<file path="src/rtl/stage_mem_wb_pkg.sv">
// Shared widths, load/store funct3 encodings and the memory FSM state type.
// No logic; imported by the M/W stage and its lane-alignment helper.
// Pure definitions, so it has no latency and no flow control.
package stage_mem_wb_pkg;

  localparam int XLEN    = 32;
  localparam int NREG_AW = 5;

  localparam logic [2:0] F3_LB  = 3'b000;
  localparam logic [2:0] F3_LH  = 3'b001;
  localparam logic [2:0] F3_LW  = 3'b010;
  localparam logic [2:0] F3_LBU = 3'b100;
  localparam logic [2:0] F3_LHU = 3'b101;
  localparam logic [2:0] F3_SB  = 3'b000;
  localparam logic [2:0] F3_SH  = 3'b001;
  localparam logic [2:0] F3_SW  = 3'b010;

  typedef enum logic {
    ST_IDLE = 1'b0,
    ST_WAIT = 1'b1
  } mem_state_t;

endpackage

</file>
<file path="src/rtl/stage_mem_wb_load_store_align.sv">
// Store lane shift/strobes, load byte/half extract with extension, alignment check.
// Purely combinational, zero cycles.
// No flow control; the caller qualifies every output with its own op valids.
module stage_mem_wb_load_store_align
  import stage_mem_wb_pkg::*;
(
  input  logic [2:0]      funct3,
  input  logic [1:0]      addr_lo,
  input  logic [XLEN-1:0] store_data,
  input  logic [XLEN-1:0] rdata,
  output logic [3:0]      wstrb,
  output logic [XLEN-1:0] wdata,
  output logic [XLEN-1:0] load_data,
  output logic            misaligned
);

  logic [7:0]  byte_sel;
  logic [15:0] half_sel;

  always_comb begin
    wstrb = 4'b1111;
    wdata = store_data;
    case (funct3)
      F3_SB: begin
        wstrb = 4'b0001 << addr_lo;
        wdata = {4{store_data[7:0]}};
      end
      F3_SH: begin
        wstrb = 4'b0011 << addr_lo;
        wdata = {2{store_data[15:0]}};
      end
      default: ;
    endcase
  end

  always_comb begin
    byte_sel = rdata[7:0];
    case (addr_lo)
      2'd1:    byte_sel = rdata[15:8];
      2'd2:    byte_sel = rdata[23:16];
      2'd3:    byte_sel = rdata[31:24];
      default: ;
    endcase
    half_sel = addr_lo[1] ? rdata[31:16] : rdata[15:0];
  end

  always_comb begin
    load_data = rdata;
    case (funct3)
      F3_LB:   load_data = {{24{byte_sel[7]}}, byte_sel};
      F3_LH:   load_data = {{16{half_sel[15]}}, half_sel};
      F3_LBU:  load_data = {24'd0, byte_sel};
      F3_LHU:  load_data = {16'd0, half_sel};
      default: ;
    endcase
  end

  // Stores share the size encodings of LH/LW, so one check covers both.
  always_comb begin
    misaligned = 1'b0;
    case (funct3)
      F3_LH, F3_LHU: misaligned = addr_lo[0];
      F3_LW:         misaligned = (addr_lo != 2'd0);
      default:       ;
    endcase
  end

endmodule

</file>
<file path="src/rtl/stage_mem_wb.sv">
// M/W stage: variable-latency data memory access, divider merge into the single write port.
// One cycle M -> W for completed ops; memory ops add the memory's wait cycles.
// mem_stall holds M and upstream while an access waits for ack or a retiring divide takes W.
module stage_mem_wb
  import stage_mem_wb_pkg::*;
(
  input  logic               clk,
  input  logic               rst,
  input  logic [XLEN-1:0]    m_pc,
  input  logic [XLEN-1:0]    m_inst,
  input  logic [XLEN-1:0]    m_alu_result,
  input  logic [XLEN-1:0]    m_store_data,
  input  logic [NREG_AW-1:0] m_rd_addr,
  input  logic [NREG_AW-1:0] m_rs2_addr,
  input  logic               m_reg_we,
  input  logic               m_mem_we,
  input  logic               m_load,
  input  logic [2:0]         m_funct3,
  input  logic [6:0]         div_busy_7,
  input  logic [XLEN-1:0]    div_quotient,
  input  logic [XLEN-1:0]    div_remainder,
  input  logic [XLEN-1:0]    div_pc_done,
  input  logic [XLEN-1:0]    div_inst_done,
  output logic               dmem_req,
  output logic               dmem_we,
  output logic [XLEN-1:0]    dmem_addr,
  output logic [XLEN-1:0]    dmem_wdata,
  output logic [3:0]         dmem_wstrb,
  input  logic               dmem_ack,
  input  logic [XLEN-1:0]    dmem_rdata,
  output logic               mem_stall,
  output logic               misaligned,
  output logic               w_reg_we,
  output logic [NREG_AW-1:0] w_rd_addr,
  output logic [XLEN-1:0]    w_data,
  output logic [XLEN-1:0]    w_pc,
  output logic [XLEN-1:0]    w_inst
);

  mem_state_t      state;
  logic            wait_we;
  logic [XLEN-1:0] wait_addr;
  logic [XLEN-1:0] wait_wdata;
  logic [3:0]      wait_wstrb;
  logic            hold_vld;
  logic [XLEN-1:0] hold_data;

  logic            bypass;
  logic [XLEN-1:0] store_src;
  logic [XLEN-1:0] lane_wdata;
  logic [XLEN-1:0] load_data;
  logic [XLEN-1:0] m_result;
  logic [3:0]      lane_wstrb;
  logic            size_bad;
  logic            mem_op;
  logic            bad;
  logic            issue;
  logic            in_wait;
  logic            done;
  logic            m_ready;
  logic            div_vld;
  logic            collide;

  assign bypass    = w_reg_we && (w_rd_addr != '0) && (w_rd_addr == m_rs2_addr);
  assign store_src = bypass ? w_data : m_store_data;

  stage_mem_wb_load_store_align u_align (
    .funct3     (m_funct3),
    .addr_lo    (m_alu_result[1:0]),
    .store_data (store_src),
    .rdata      (dmem_rdata),
    .wstrb      (lane_wstrb),
    .wdata      (lane_wdata),
    .load_data  (load_data),
    .misaligned (size_bad)
  );

  // A held op has already finished its access; it only waits for the W port.
  assign mem_op  = (m_load | m_mem_we) & ~rst;
  assign bad     = mem_op & size_bad;
  assign issue   = mem_op & ~size_bad & ~hold_vld & (state == ST_IDLE);
  assign in_wait = (state == ST_WAIT) & ~rst;
  assign done    = (issue | in_wait) & dmem_ack;
  assign m_ready = ~mem_op | bad | hold_vld | done;
  assign div_vld = div_busy_7[6];
  assign collide = div_vld & m_ready & m_reg_we & ~bad & ~rst;
  assign m_result = m_load ? (hold_vld ? hold_data : load_data) : m_alu_result;

  assign dmem_req   = issue | in_wait;
  assign dmem_we    = in_wait ? wait_we : m_mem_we;
  assign dmem_addr  = in_wait ? wait_addr : {m_alu_result[XLEN-1:2], 2'b00};
  assign dmem_wdata = in_wait ? wait_wdata : lane_wdata;
  assign dmem_wstrb = in_wait ? wait_wstrb : lane_wstrb;
  assign mem_stall  = ((issue | in_wait) & ~dmem_ack) | collide;
  assign misaligned = bad;

  always_ff @(posedge clk) begin
    if (rst) begin
      state      <= ST_IDLE;
      wait_we    <= 1'b0;
      wait_addr  <= '0;
      wait_wdata <= '0;
      wait_wstrb <= '0;
      hold_vld   <= 1'b0;
      hold_data  <= '0;
      w_reg_we   <= 1'b0;
      w_rd_addr  <= '0;
      w_data     <= '0;
      w_pc       <= '0;
      w_inst     <= '0;
    end else begin
      case (state)
        ST_IDLE: if (issue && !dmem_ack) begin
          state      <= ST_WAIT;
          wait_we    <= m_mem_we;
          wait_addr  <= {m_alu_result[XLEN-1:2], 2'b00};
          wait_wdata <= lane_wdata;
          wait_wstrb <= lane_wstrb;
        end
        ST_WAIT: if (dmem_ack) state <= ST_IDLE;
        default: state <= ST_IDLE;
      endcase

      hold_vld <= collide;
      if (collide) hold_data <= m_result;

      if (div_vld) begin
        w_reg_we  <= 1'b1;
        w_rd_addr <= div_busy_7[4:0];
        w_data    <= div_busy_7[5] ? div_remainder : div_quotient;
        w_pc      <= div_pc_done;
        w_inst    <= div_inst_done;
      end else if (m_ready && m_reg_we && !bad) begin
        w_reg_we  <= 1'b1;
        w_rd_addr <= m_rd_addr;
        w_data    <= m_result;
        w_pc      <= m_pc;
        w_inst    <= m_inst;
      end else begin
        w_reg_we  <= 1'b0;
      end
    end
  end

endmodule
</file>
<file path="config.mk">
export PLATFORM = sky130hd
export DESIGN_NAME = stage_mem_wb
export DESIGN_NICKNAME = d
export VERILOG_FILES = /design/src/rtl/stage_mem_wb_pkg.sv /design/src/rtl/stage_mem_wb_load_store_align.sv /design/src/rtl/stage_mem_wb.sv
export SDC_FILE = /design/constraint.sdc
export NUM_CORES = 1
export LEC_CHECK = 0
export ABC_AREA = 0
export ABC_CLOCK_PERIOD_IN_PS = 2000
export BUFFER_PORTS_ARGS = -buffer_cell sky130_fd_sc_hd__buf_2
export CAP_MARGIN = 40
export CORE_AREA = 2 2 191 193
export DETAILED_ROUTE_END_ITERATION = 7
export DIE_AREA = 0 0 193 195
export PLACE_DENSITY = 0.71
export SETUP_SLACK_MARGIN = 0.15
export SYNTH_ARGS = -nofsm -noshare
export SYNTH_HDL_FRONTEND = slang
export SYNTH_SLANG_ARGS = --single-unit
export TNS_END_PERCENT = 100
</file>
<file path="constraint.sdc">
create_clock -name clk -period 2 [get_ports clk]
set_input_delay 0.3 -clock clk [delete_from_list [all_inputs] [get_ports clk]]
set_output_delay 0.3 -clock clk [all_outputs]
set_load 0.01 [all_outputs]
</file>
Word-level counts from Yosys, hierarchy flattened:

Index checks and enable logic that the tools add are counted.

* output and inout port bits: 174
* word-level logic and storage cells: 87
* flip-flop bits (word level): 203
* input port bits: 314

* shifts and indexed selects: 2
* reductions and logical operators: 13
* mux-type cells: 27
* eq/ne operators: 8
* bitwise operators: 25

Operators by type and width (count)
* 32-bit two-way mux: 12
* 32-bit one-hot mux with 4 select lines: 1
* 32-bit one-hot mux with 2 select lines: 1
* 8-bit one-hot mux with 3 select lines: 1
* 16-bit two-way mux: 1
* 1-bit AND: 12
* 5-bit two-way mux: 2
* 4-bit one-hot mux with 2 select lines: 1
* 1-bit NOT: 7
* 3-bit == test (second input constant): 2
* 1-bit bitwise OR: 6
* 5-bit == test: 1
* 1-bit logical AND: 5
* 1-bit two-way mux: 5
* 5-bit nonzero test: 1
* 2-bit == test (second input constant): 2
* 4-bit two-way mux: 1
* 1-bit one-hot mux with 2 select lines: 2
* 2-bit nonzero test: 2
* 1-bit by 2-bit << shifter with 4-bit output (first input constant): 1
* 2-bit by 2-bit << shifter with 4-bit output (first input constant): 1
* 3-bit by 1-bit == test with 1-bit output (second input constant): 1
* 3-bit by 2-bit == test with 1-bit output (second input constant): 1
* 3-bit zero test: 1
* 4 further kinds: 5

Logic depth before layout (Yosys ltp):

Gate-level depths: netlist of the first run.

* word-level depth: 15
* gate-level depth with buffers: 11
* mapped depth without buffers: 6

Cells and area by module:

From an unflattened synthesis of the first run, not the netlist that was laid out.

* cell total of the unflattened synthesis: 1310
* area total of the unflattened synthesis: 11380.9 sq um

Modules (own cells, without submodules)
* stage_mem_wb: sequential area each 4063.9 sq um, area an instance 10278.6 sq um, instances 1, cells each 1141
* stage_mem_wb_load_store_align: sequential area each 0.0 sq um, area an instance 1102.3 sq um, instances 1, cells each 169

Least setup slack after synthesis of the first run:

No wires, ideal clock.

* kind: register to output
* start point: register w_rd_addr[3]
* end point: output port dmem_wdata[24]
* path buffers: 2
* arrival time: 1.880 ns
* slack: -0.180 ns
* required time: 1.700 ns
* stages on the path, launching flop included: 8
* cells stage by stage: dfxtp_1 xnor2_1 nand3_1 a211oi_2 buf_2 clkbuf_1 a31oi_1 a31oi_1

* longest elaborated chain between the ends: 6
* elaborated cells on any way between the ends: 7
* classes of those cells: eq/ne (1); mux (3); reduce/logical (3)

RTL lines
* start, declared: RTL line stage_mem_wb.sv:34 `output logic [NREG_AW-1:0] w_rd_addr,`
* start signal, assigned: RTL line stage_mem_wb.sv:129 `w_rd_addr <= div_busy_7[4:0];`
* start signal, assigned: RTL line stage_mem_wb.sv:135 `w_rd_addr <= m_rd_addr;`
* 5-bit nonzero test: RTL line stage_mem_wb.sv:64 `assign bypass = w_reg_we && (w_rd_addr != '0) && (w_rd_addr == m_rs2_addr);`
* 1-bit logical AND: RTL line stage_mem_wb.sv:64
* 1-bit logical AND (*): RTL line stage_mem_wb.sv:64
* 32-bit two-way mux (*): RTL line stage_mem_wb.sv:65 `assign store_src = bypass ? w_data : m_store_data;`
* 32-bit one-hot mux with 2 select lines (*): RTL line stage_mem_wb_load_store_align.sv:23 `case (funct3)`
* 32-bit two-way mux (*): RTL line stage_mem_wb.sv:92 `assign dmem_wdata = in_wait ? wait_wdata : lane_wdata;`
* end, declared: RTL line stage_mem_wb.sv:27 `output logic [XLEN-1:0] dmem_wdata,`

Every way passes the cells marked *; elsewhere a longest branch is shown, timed or not.

Worst setup path after layout of the first run:

* start point: register w_rd_addr[3]
* end point: output port dmem_wdata[28]

The elaborated chain is that of the path after synthesis.

==> reports/results.tsv, run 1 <==
metric	value	unit
wirelength	56000	um
areaGrowthSynthToFinish	63.4	%
insertion_delay	0.55	ns
yosysUniqueCellTypes	53	
fin_skew	0.0368	ns
setup_viol	102	
synth_edf_count	0	
drive_above_1_share	0.488	
dp_slack	-0.339	ns
numPortBuffers	485	
finalSetupTns	-29.21	ns
ys_ff_latch	203	
nNetsFinal	2259	
grt_pass1_vias	12859	
worstHoldStart	div_inst_done[30]	
worst_slack	-0.891	ns
hold_path_depth	3	
cts_made_buffers	25	
core	0.0354	mm2
num_rows	69	
cp_slowest_cell	o41ai_4	
cp_slowest_stage_delay	0.40	ns
critical_path_arrival	2.59	ns
yosysTopAreaCell	dfxtp_1	
dp_hpwl	39100	um
crit_fanout	5	
vias_per_cell	5.40	
drc	0	
slew_headroom	0.403	
tightest_slew	0.896	ns
leakage	8.60	nW
synthTopCellsByArea	dfxtp_1 35%, mux2i_1 13%, mux2_2 11%, nand2_1 5.9%, a21oi_1 5.8%	
num_vias	13094	
crit_start	w_rd_addr[3]	
drt-pass1-iter-count	5	
root_buffer	clkbuf_16	
fp.dieArea	0.0376	mm2
rsz0062_at_grt	yes	
die_w	193	um
critical_path.endpoint_type	output pin	
cts_buffer_depth	3	
period_needed	2.89	ns
path_cells	o41ai_4 > a211oi_4 > buf_6 > clkbuf_16 > mux2i_4 > o22a_1 > a31oi_2 > buf_2	
synth_area	0.0115	mm2
tritoncts	built	
finalCritPeriodShare	1.45	
ys_async_sr_fraction	0	
startpoint_type	flip-flop	
p_per_area	707	mW/mm2
track_usage	0.273	
finalHoldViolations	0	
final_area	0.0188	mm2
fmax	0.346	GHz
r2r_cells	10	
io_pins	488	
worstHoldEndpoint	w_inst[30]	
reg2reg_to	w_pc[5]	
worstSetupPathType	flip-flop to output pin	
ant_nets	0	
placed_area	0.0154	mm2
grt_pass1_wl	77500	um
violations	negative setup slack	
maxCapViolCount	0	
die_h	195	um
r2r_start	hold_vld	
place_congestion	0.891	
grt_max_degree	122	
synth_common_cells	203 x dfxtp_1, 179 x nand2_1, 168 x nor2_1	
synth_top_area_share	0.354	
crit_required	1.70	ns
synthCells	1343	
antenna_found_initial	6	
synth.yosys.seq_area_share	0.354	
ir_drop	0.000638	V
r2r_setup_slack	-0.11	ns
grt-ovfl-total	0	
h-tree-depth	1	
synth_flop_cell	dfxtp_1	
syn_area_per_cell	8.55	um2
finalPower	0.0133	W
slew_viol_final	0	
drt_iter0_markers	914	
cts_sinks	203	
synth.most_common_cell	dfxtp_1	
clk_pin_slew	0.06	ns
synth_warnings	0	
routedWlPerCell	23.1	um
status	finished, violations left	
holdWs	0.0113	ns
start_util	0.324	
hold_class	input port to flip-flop	
## cells in the final DEF, fill, tap and decap left out, types with 11 or more instances in the layout
master / instances
buf_2: 434
dfxtp_1: 197
nand2_1: 169
nor2_1: 161
mux2i_1: 135
a21oi_1: 114
buf_4: 100
buf_6: 73
mux2_2: 64
mux2_4: 57
dlygate4sd3_1: 33
clkbuf_16: 32
a31oi_1: 26
nor2b_1: 26
buf_12: 26
a311oi_1: 20
o21a_1: 17
buf_16: 17
nor3_1: 16
a32o_1: 16
a31oi_2: 14
o21ai_0: 11
mux2i_2: 11
a211oi_2: 11
## logic make-up after synthesis
family	after synthesis	share of synthesized area
compound gates	318	0.183
xor+xnor	4	0.00305
buf+inv	124	0.0483
flops	203	0.354
mux	276	0.259
other cells	1	0.000327
simple gates	417	0.152
## power breakdown
part / internal [W] / leakage, nW / total (W) / switching (W)
Clock: 0.00314 / 0.439 / 0.00508 / 0.00194
Sequential: 0.00432 / 1.67 / 0.00457 / 0.000250
Combinational: 0.00182 / 6.49 / 0.00361 / 0.00179
Total: 0.00928 / 8.60 / 0.0133 / 0.00398
## worst max path at each step
| stage | to | slack [ns] | cells past startpoint |
|---|---|---|---|
| 2_1_floorplan | mem_stall | -0.07 | 9 |
| 3_3_place_gp | dmem_wdata[28] | -0.28 | 11 |
| 3_5_place_dp | dmem_wdata[30] | -0.34 | 10 |
| 4_1_cts | dmem_wdata[27] | -0.85 | 7 |
| 5_1_grt | dmem_wdata[28] | -0.98 | 9 |
| 6_report | dmem_wdata[28] | -0.89 | 8 |
## stage by stage
| stage | util | cells |
|---|---|---|
| after detailed placement | 0.435 | 2284 |
| after global placement | 0.434 | 2283 |
| after global routing | 0.530 | 2423 |
| after floorplan | - | 1344 |
| final | 0.530 | 2424 |
| after CTS | 0.500 | 2395 |
## worst max-delay path: cells and delay by family, from the launching register on
kind	cells	cell delay [ns]
AOI/OAI and AO/OA	4	1.03
DFF	1	0.37
buffers and inverters	3	0.49
muxes	1	0.19
## cell type report
cell class,instances,area (um2)
Multi-Input combinational cell,1018,7840
Antenna cell,2,5.00
Clock inverter,14,238
Timing Repair Buffer,694,5330
Clock buffer,29,661
Sequential cell,203,4080
Tap cell,461,577
Fill cell,3124,16600
Inverter,3,21.3
## state kept, by name, indices dropped and copies added, names as in the netlist, 4 cells and up
name,count
wait_addr,30
w_inst,32
wait_wdata,32
w_rd_addr,5
w_data,32
w_pc,32
wait_wstrb,4
hold_data,32
## routing by layer
layer,vias up,share of wire,track usage,routed length [um]
li1,6036,-,-,-
met1,6303,0.38,0.318,21500
met2,632,0.49,0.479,27500
met3,115,0.076,0.0548,4260
met4,8,0.046,0.119,2600
met5,-,0.00098,0,55
## timing repair
item / in CTS / in global routing
setup endpoints to repair: 197 / 215
gates cloned: 18 / 8
endpoints found under the hold margin: 33 / 0
gates resized for setup: 114 / 153
pin swaps: 9 / 31
buffers inserted: 17 / 19
hold buffers: 33 / 0
Note: power is estimated with default switching activity, not from simulation.
==> inputs of run 2 (changes only) <==
--- a/config.mk
+++ b/config.mk
@@ -6,13 +6,13 @@
 export NUM_CORES = 1
 export LEC_CHECK = 0
 export ABC_AREA = 0
-export ABC_CLOCK_PERIOD_IN_PS = 2000
+export ABC_CLOCK_PERIOD_IN_PS = 3470
 export BUFFER_PORTS_ARGS = -buffer_cell sky130_fd_sc_hd__buf_2
 export CAP_MARGIN = 40
-export CORE_AREA = 2 2 191 193
+export CORE_AREA = 2 2 190 192
 export DETAILED_ROUTE_END_ITERATION = 7
-export DIE_AREA = 0 0 193 195
-export PLACE_DENSITY = 0.71
+export DIE_AREA = 0 0 192 194
+export PLACE_DENSITY = 0.69
 export SETUP_SLACK_MARGIN = 0.15
 export SYNTH_ARGS = -nofsm -noshare
 export SYNTH_HDL_FRONTEND = slang
==> constraint.sdc (replaced) <==
create_clock -name clk -period 3.47 [get_ports clk]
set_input_delay 0.5205 -clock clk [delete_from_list [all_inputs] [get_ports clk]]
set_output_delay 0.5205 -clock clk [all_outputs]
set_load 0.01 [all_outputs]
==> reports/results.tsv, run 2 (same netlist as run 1, synthesis figures left out) <==
metric	value	unit	change
status	finished, violations left		
violations	design-rule violations		
critical_path.endpoint_type	output pin		
grt-ovfl-total	0		unchanged
finalCritPeriodShare	0.929		
reg2reg_to	w_data[8]		
crit_start	w_rd_addr[2]		
clk_pin_slew	0.06	ns	about the same
maxCapViolCount	0		unchanged
cts_sinks	203		unchanged
crit_fanout	20		+15
die_w	192	um	-0.52%
cp_slowest_stage_delay	0.45	ns	+0.05 ns
num_vias	11960		-8.7%
setup_viol	0		-100%
grt_max_degree	131		+7.4%
slew_headroom	0.424		+0.0213
fp.dieArea	0.0372	mm2	-1.0%
p_per_area	449	mW/mm2	-37%
drt_iter0_markers	820		-10%
r2r_start	hold_vld		
rsz0062_at_grt	yes		
ctsHoldBuffers	0		-100%
crit_buf_inv	2		-1
ir_drop	0.000365	V	-43%
drive_above_1_share	0.394		-0.0937
numPortBuffers	485		unchanged
nNetsFinal	2077		-8.1%
finalPower	0.00681	W	-49%
crit_required	2.95	ns	+1.25 ns
track_usage	0.244		-0.0288
core	0.0352	mm2	-0.49%
final_common_cell	buf_2		
h-tree-depth	1		unchanged
antenna_found_initial	6		unchanged
final_cells	2243		-7.5%
timing.critical_path.depth	8		unchanged
cp_slowest_cell	dfxtp_1		
drt-pass1-iter-count	8		+3
ant_nets	0		unchanged
worstSetupPathType	flip-flop to output pin		
routedWlPerCell	21.5	um	-7.0%
die_h	194	um	-0.51%
r2r_setup_slack	1.06	ns	+1.17 ns
startpoint_type	flip-flop		
drc	6		+6
slew_viol_final	0		unchanged
num_rows	69		unchanged
final_cell_mix	483 x buf_2, 202 x dfxtp_1, 179 x nand2_1		
wirelength	48200	um	-14%
crit_end	dmem_wdata[27]		
hold_class	input port to flip-flop		
root_buffer	clkbuf_16		
io_pins	488		unchanged
leakage	6.88	nW	-20%
fmax	0.310	GHz	
placed_cells	2195		-3.9%
critical_path_arrival	2.70	ns	+0.11 ns
cts_made_buffers	25		unchanged
start_util	0.326		+0.00159
period_needed	3.22	ns	
grt_pass1_vias	11420		-11%
tritoncts	built		
areaGrowthSynthToFinish	32.1	%	
place_congestion	0.921		+3.3%
finalHoldViolations	0		unchanged
vias_per_cell	5.33		-1.3%
tightest_slew	0.864	ns	-0.0320 ns
r2r_cells	7		-3
insertion_delay	0.55	ns	about the same
cts_buffer_depth	3		unchanged
fin_skew	0.0356	ns	-0.00112 ns
post-route-util	0.430		-0.0994
path_cells	xnor2_1 > nand2_1 > a211oi_4 > clkbuf_16 > mux2i_2 > o22a_1 > a31oi_1 > buf_2		
finalSetupTns	0	ns	+29.21 ns
grt_pass1_wl	69400	um	-10%
crit_family	compound AO/OA/AOI/OAI gates		
dp_hpwl	36700	um	-6.1%
## run 2: changes by cell type in the layout (fill, tap and decap cells not counted), sizes merged
cell,change
inv,-1
bufinv,-4
buf,-140
dlygate4sd3,-33
clkinv,+2
clkbuf,-1
bufbuf,-2
nand2b,-1
clkinvlp,-1
## run 2: report_power, final
part / switching (W) / total, W / internal (W)
Clock: 0.00108 / 0.00269 / 0.00161
Combinational: 0.000832 / 0.00149 / 0.000663
Sequential: 0.000132 / 0.00262 / 0.00249
Total: 0.00204 / 0.00681 / 0.00477
## run 2: how the worst min path moves through the flow
stage                     depth (start not counted)    startpoint  slack (ns)           end
after floorplan                                   2  hold_data[1]        0.43  hold_data[1]
after CTS                                         2           rst        0.14  hold_data[0]
after detailed placement                          2  hold_data[0]        0.44  hold_data[0]
after global routing                              2           rst        0.15  hold_data[0]
final                                             2           rst        0.17  hold_data[0]
after global placement                            2  hold_data[1]        0.43  hold_data[1]
## run 2: what timing repair did
item	4_1_cts	5_1_grt
setup buffers	0	1
endpoints found under the setup margin	0	16
resized for setup	0	11
endpoints found under the hold margin	0	0
## run 2: worst register-to-register path, stage by stage, from the launching register on
cell and delay, ns:
dfxtp_1 0.30, buf_4 0.20, inv_2 0.42, nand2_1 0.16, a21oi_1 0.53, a21oi_1 0.30
nand2_1 0.21, a221oi_1 0.10
## run 2: final cells by class
type | count | area, um2
multi-input combinational | 1017 | 6930
antenna | 2 | 5.00
clock buffer | 34 | 729
timing repair buffer | 513 | 2730
sequential | 203 | 4070
inverter | 3 | 11.3
fill | 3515 | 20100
tap | 461 | 577
clock inverter | 10 | 111
## run 2: layer usage
| layer | routed length [um] | part of all wire | track usage |
|---|---|---|---|
| met4 | 1960 | 0.041 | 0.0961 |
| met1 | 19600 | 0.41 | 0.304 |
| met2 | 23100 | 0.48 | 0.416 |
| met5 | 48 | 0.0010 | 0 |
| met3 | 3560 | 0.074 | 0.0413 |
## run 2: per-stage QoR
step | hold WS [ns] | setup WS, ns | area (um2)
CTS | 0.141 | 0.195 | 15100
global placement | 0.434 | 0.557 | 14300
floorplan | 0.427 | 0.900 | 11500
detailed placement | 0.444 | 0.530 | 14300
finish | 0.168 | 0.245 | 15200
global route | 0.154 | 0.121 | 15200
==> inputs of run 3 (changes only) <==
--- a/config.mk
+++ b/config.mk
@@ -5,14 +5,14 @@
 export SDC_FILE = /design/constraint.sdc
 export NUM_CORES = 1
 export LEC_CHECK = 0
-export ABC_AREA = 0
+export ABC_AREA = 1
 export ABC_CLOCK_PERIOD_IN_PS = 3470
 export BUFFER_PORTS_ARGS = -buffer_cell sky130_fd_sc_hd__buf_2
 export CAP_MARGIN = 40
-export CORE_AREA = 2 2 190 192
+export CORE_AREA = 2 2 189 191
 export DETAILED_ROUTE_END_ITERATION = 7
-export DIE_AREA = 0 0 192 194
-export PLACE_DENSITY = 0.69
+export DIE_AREA = 0 0 191 193
+export PLACE_DENSITY = 0.72
 export SETUP_SLACK_MARGIN = 0.15
 export SYNTH_ARGS = -nofsm -noshare
 export SYNTH_HDL_FRONTEND = slang
==> reports/results.tsv, run 3 <==
metric	value	unit	change
syn_area_per_cell	5.78	um2	-32%
yosysTopAreaCell	dfxtp_1		
finalSetupTns	0	ns	unchanged
final_common_cell	nand2_1		
num_rows	69		unchanged
nNetsFinal	2829		+36%
final_area	0.0157	mm2	+3.8%
fp.dieArea	0.0369	mm2	-1.0%
grt-ovfl-total	0		unchanged
cts_buffer_depth	3		unchanged
vias_per_cell	5.00		-6.2%
insertion_delay	0.54	ns	about the same
clk_pin_slew	0.06	ns	about the same
r2r_cells	11		+4
worstHoldStart	m_alu_result[22]		
num_vias	14969		+25%
io_pins	488		unchanged
synth_area	0.0122	mm2	+6.7%
track_usage	0.273		+0.0291
tightest_slew	0.724	ns	-0.140 ns
r2r_start	hold_vld		
worstSetupPathType	flip-flop to output pin		
die_w	191	um	-0.52%
yosysUniqueCellTypes	34		-36%
root_buffer	clkbuf_16		
synthCells	2118		+58%
core	0.0350	mm2	-0.74%
final_cell_mix	736 x nand2_1, 484 x buf_2, 392 x nor2_1		
synth_edf_count	0		unchanged
synth_top_area_share	0.332		-0.0222
ys_ff_latch	203		unchanged
crit_required	2.95	ns	about the same
place_congestion	0.945		+2.6%
hold_class	input port to flip-flop		
slew_headroom	0.518		+0.0935
finalCritPeriodShare	0.889		-0.0400
synth_common_cells	736 x nand2_1, 394 x nor2_1, 222 x o21ai_0		
cts_setup_buffers	0		unchanged
worstHoldEndpoint	wait_addr[22]		
grt_pass1_vias	13564		+19%
ctsHoldBuffers	0		unchanged
tritoncts	built		
areaGrowthSynthToFinish	28.5	%	
crit_fanout	48		+140%
numPortBuffers	485		unchanged
r2r_setup_slack	1.05	ns	about the same
ir_drop	0.000351	V	-3.7%
status	finished, final reports clean		
rsz0062_at_grt	no		
dp_slack	0.625	ns	+0.0954 ns
drive_above_1_share	0.243		-0.151
grtUsageMet2	0.486		+0.0694
slew_viol_final	0		unchanged
synth_flop_cell	dfxtp_1		
h-tree-depth	1		unchanged
grt.busiest_layer	met2		
grt_pass1_wl	77400	um	+12%
drt-pass1-iter-count	5		-3
period_needed	3.09	ns	-0.139 ns
drc	0		-6
ys_async_sr_fraction	0		unchanged
drt_iter0_markers	1244		+52%
grt_max_degree	96		-27%
routedWlPerCell	17.7	um	-18%
startpoint_type	flip-flop		
reg2reg_to	w_pc[9]		
cts_made_buffers	24		-4.0%
ant_nets	0		unchanged
synthTopCellsByArea	dfxtp_1 33%, nand2_1 23%, nor2_1 12%, o21ai_0 9.1%, nand3_1 4.1%		
cts_sinks	203		unchanged
leakage	8.59	nW	+25%
start_util	0.350		+0.0243
synth.most_common_cell	nand2_1		
critical_path.endpoint_type	output pin		
critical_path_arrival	2.57	ns	-0.13 ns
wirelength	52900	um	+9.9%
fmax	0.324	GHz	+4.5%
hold_path_depth	3		+1
die_h	193	um	-0.52%
finalHoldViolations	0		unchanged
synth.yosys.seq_area_share	0.332		-0.0222
placed_area	0.0149	mm2	+4.6%
antenna_found_initial	4		-2
maxCapViolCount	0		unchanged
setup_viol	0		unchanged
fin_skew	0.0245	ns	-0.0112 ns
met1_usage	0.345		+0.0410
synth_warnings	0		unchanged
p_per_area	444	mW/mm2	-1.2%
holdWs	0.274	ns	+0.106 ns
grt_use_met3	0.0364		-0.00489
worst_slack	0.384	ns	+0.139 ns
dp_hpwl	40500	um	+10%
run 3: how the worst max path moves through the flow:
stage               startpoint        endpoint  slack (ns)
2_1_floorplan    m_rs2_addr[4]  dmem_wdata[16]        1.17
3_3_place_gp   m_alu_result[1]        w_pc[12]        0.70
3_5_place_dp   m_alu_result[1]        w_pc[12]        0.62
4_1_cts           w_rd_addr[4]  dmem_wdata[16]        0.34
5_1_grt           w_rd_addr[4]  dmem_wdata[16]        0.17
6_report          w_rd_addr[4]  dmem_wdata[16]        0.38
run 3: critical path, stage by stage, from the launching register on:
cell and delay (ns):
dfxtp_1 0.35, nand2_1 0.09, o21ai_0 0.08, nor2_1 0.12
nand3_1 0.11, nor2_2 0.12, buf_6 0.31, nand2_1 0.11
o21ai_0 0.21, nand2_1 0.13, a31oi_1 0.23, buf_2 0.18
run 3: power breakdown:
group	internal, W	switching [W]
registers	0.00252	0.000115
logic	0.000607	0.00108
clock network	0.00157	0.00109
total	0.00470	0.00228
run 3: per-layer routing:
metal,share of wire,up-vias
met5,0.00049,-
met4,0.029,4
met3,0.072,91
met2,0.49,665
met1,0.41,6823
li1,-,7386
run 3: area by class of cell:
type                    instances  area [um2]
well taps                     461         577
multi-input cells            1631        6990
flip-flops and latches        203        4060
clock buffers                  30         653
fillers                      3784       19200
clock inverters                13         166
inverters                     143         547
repair buffers                512        2730
diodes                          1        2.50
run 3: through the flow:
stage / std cells / total power (W) / utilization
6_report: 2994 / 0.00698 / 0.450
3_3_place_gp: 2948 / 0.00434 / 0.425
5_1_grt: 2993 / 0.00733 / 0.450
3_5_place_dp: 2950 / 0.00437 / 0.426
2_1_floorplan: 2119 / 0.00362 / -
4_1_cts: 2993 / 0.00704 / 0.450
run 3: cell families (layout without fill, tap and decap cells):
| family | after synthesis | in the layout | share of synthesized area |
|---|---|---|---|
| AOI/OAI and AO/OA | 341 | 341 | 0.142 |
| DFF | 203 | 203 | 0.332 |
| buffers and inverters | 285 | 698 | 0.0980 |
| xor gates and xnor gates | 2 | 2 | 0.00143 |
| other | 1 | 3 | 0.000306 |
| and+or+nand+nor | 1286 | 1286 | 0.426 |
run 3: repair_timing:
item	4_1_cts	5_1_grt
gates resized for setup	0	1
endpoints found under the hold margin	0	0
endpoints found under the setup margin	0	9
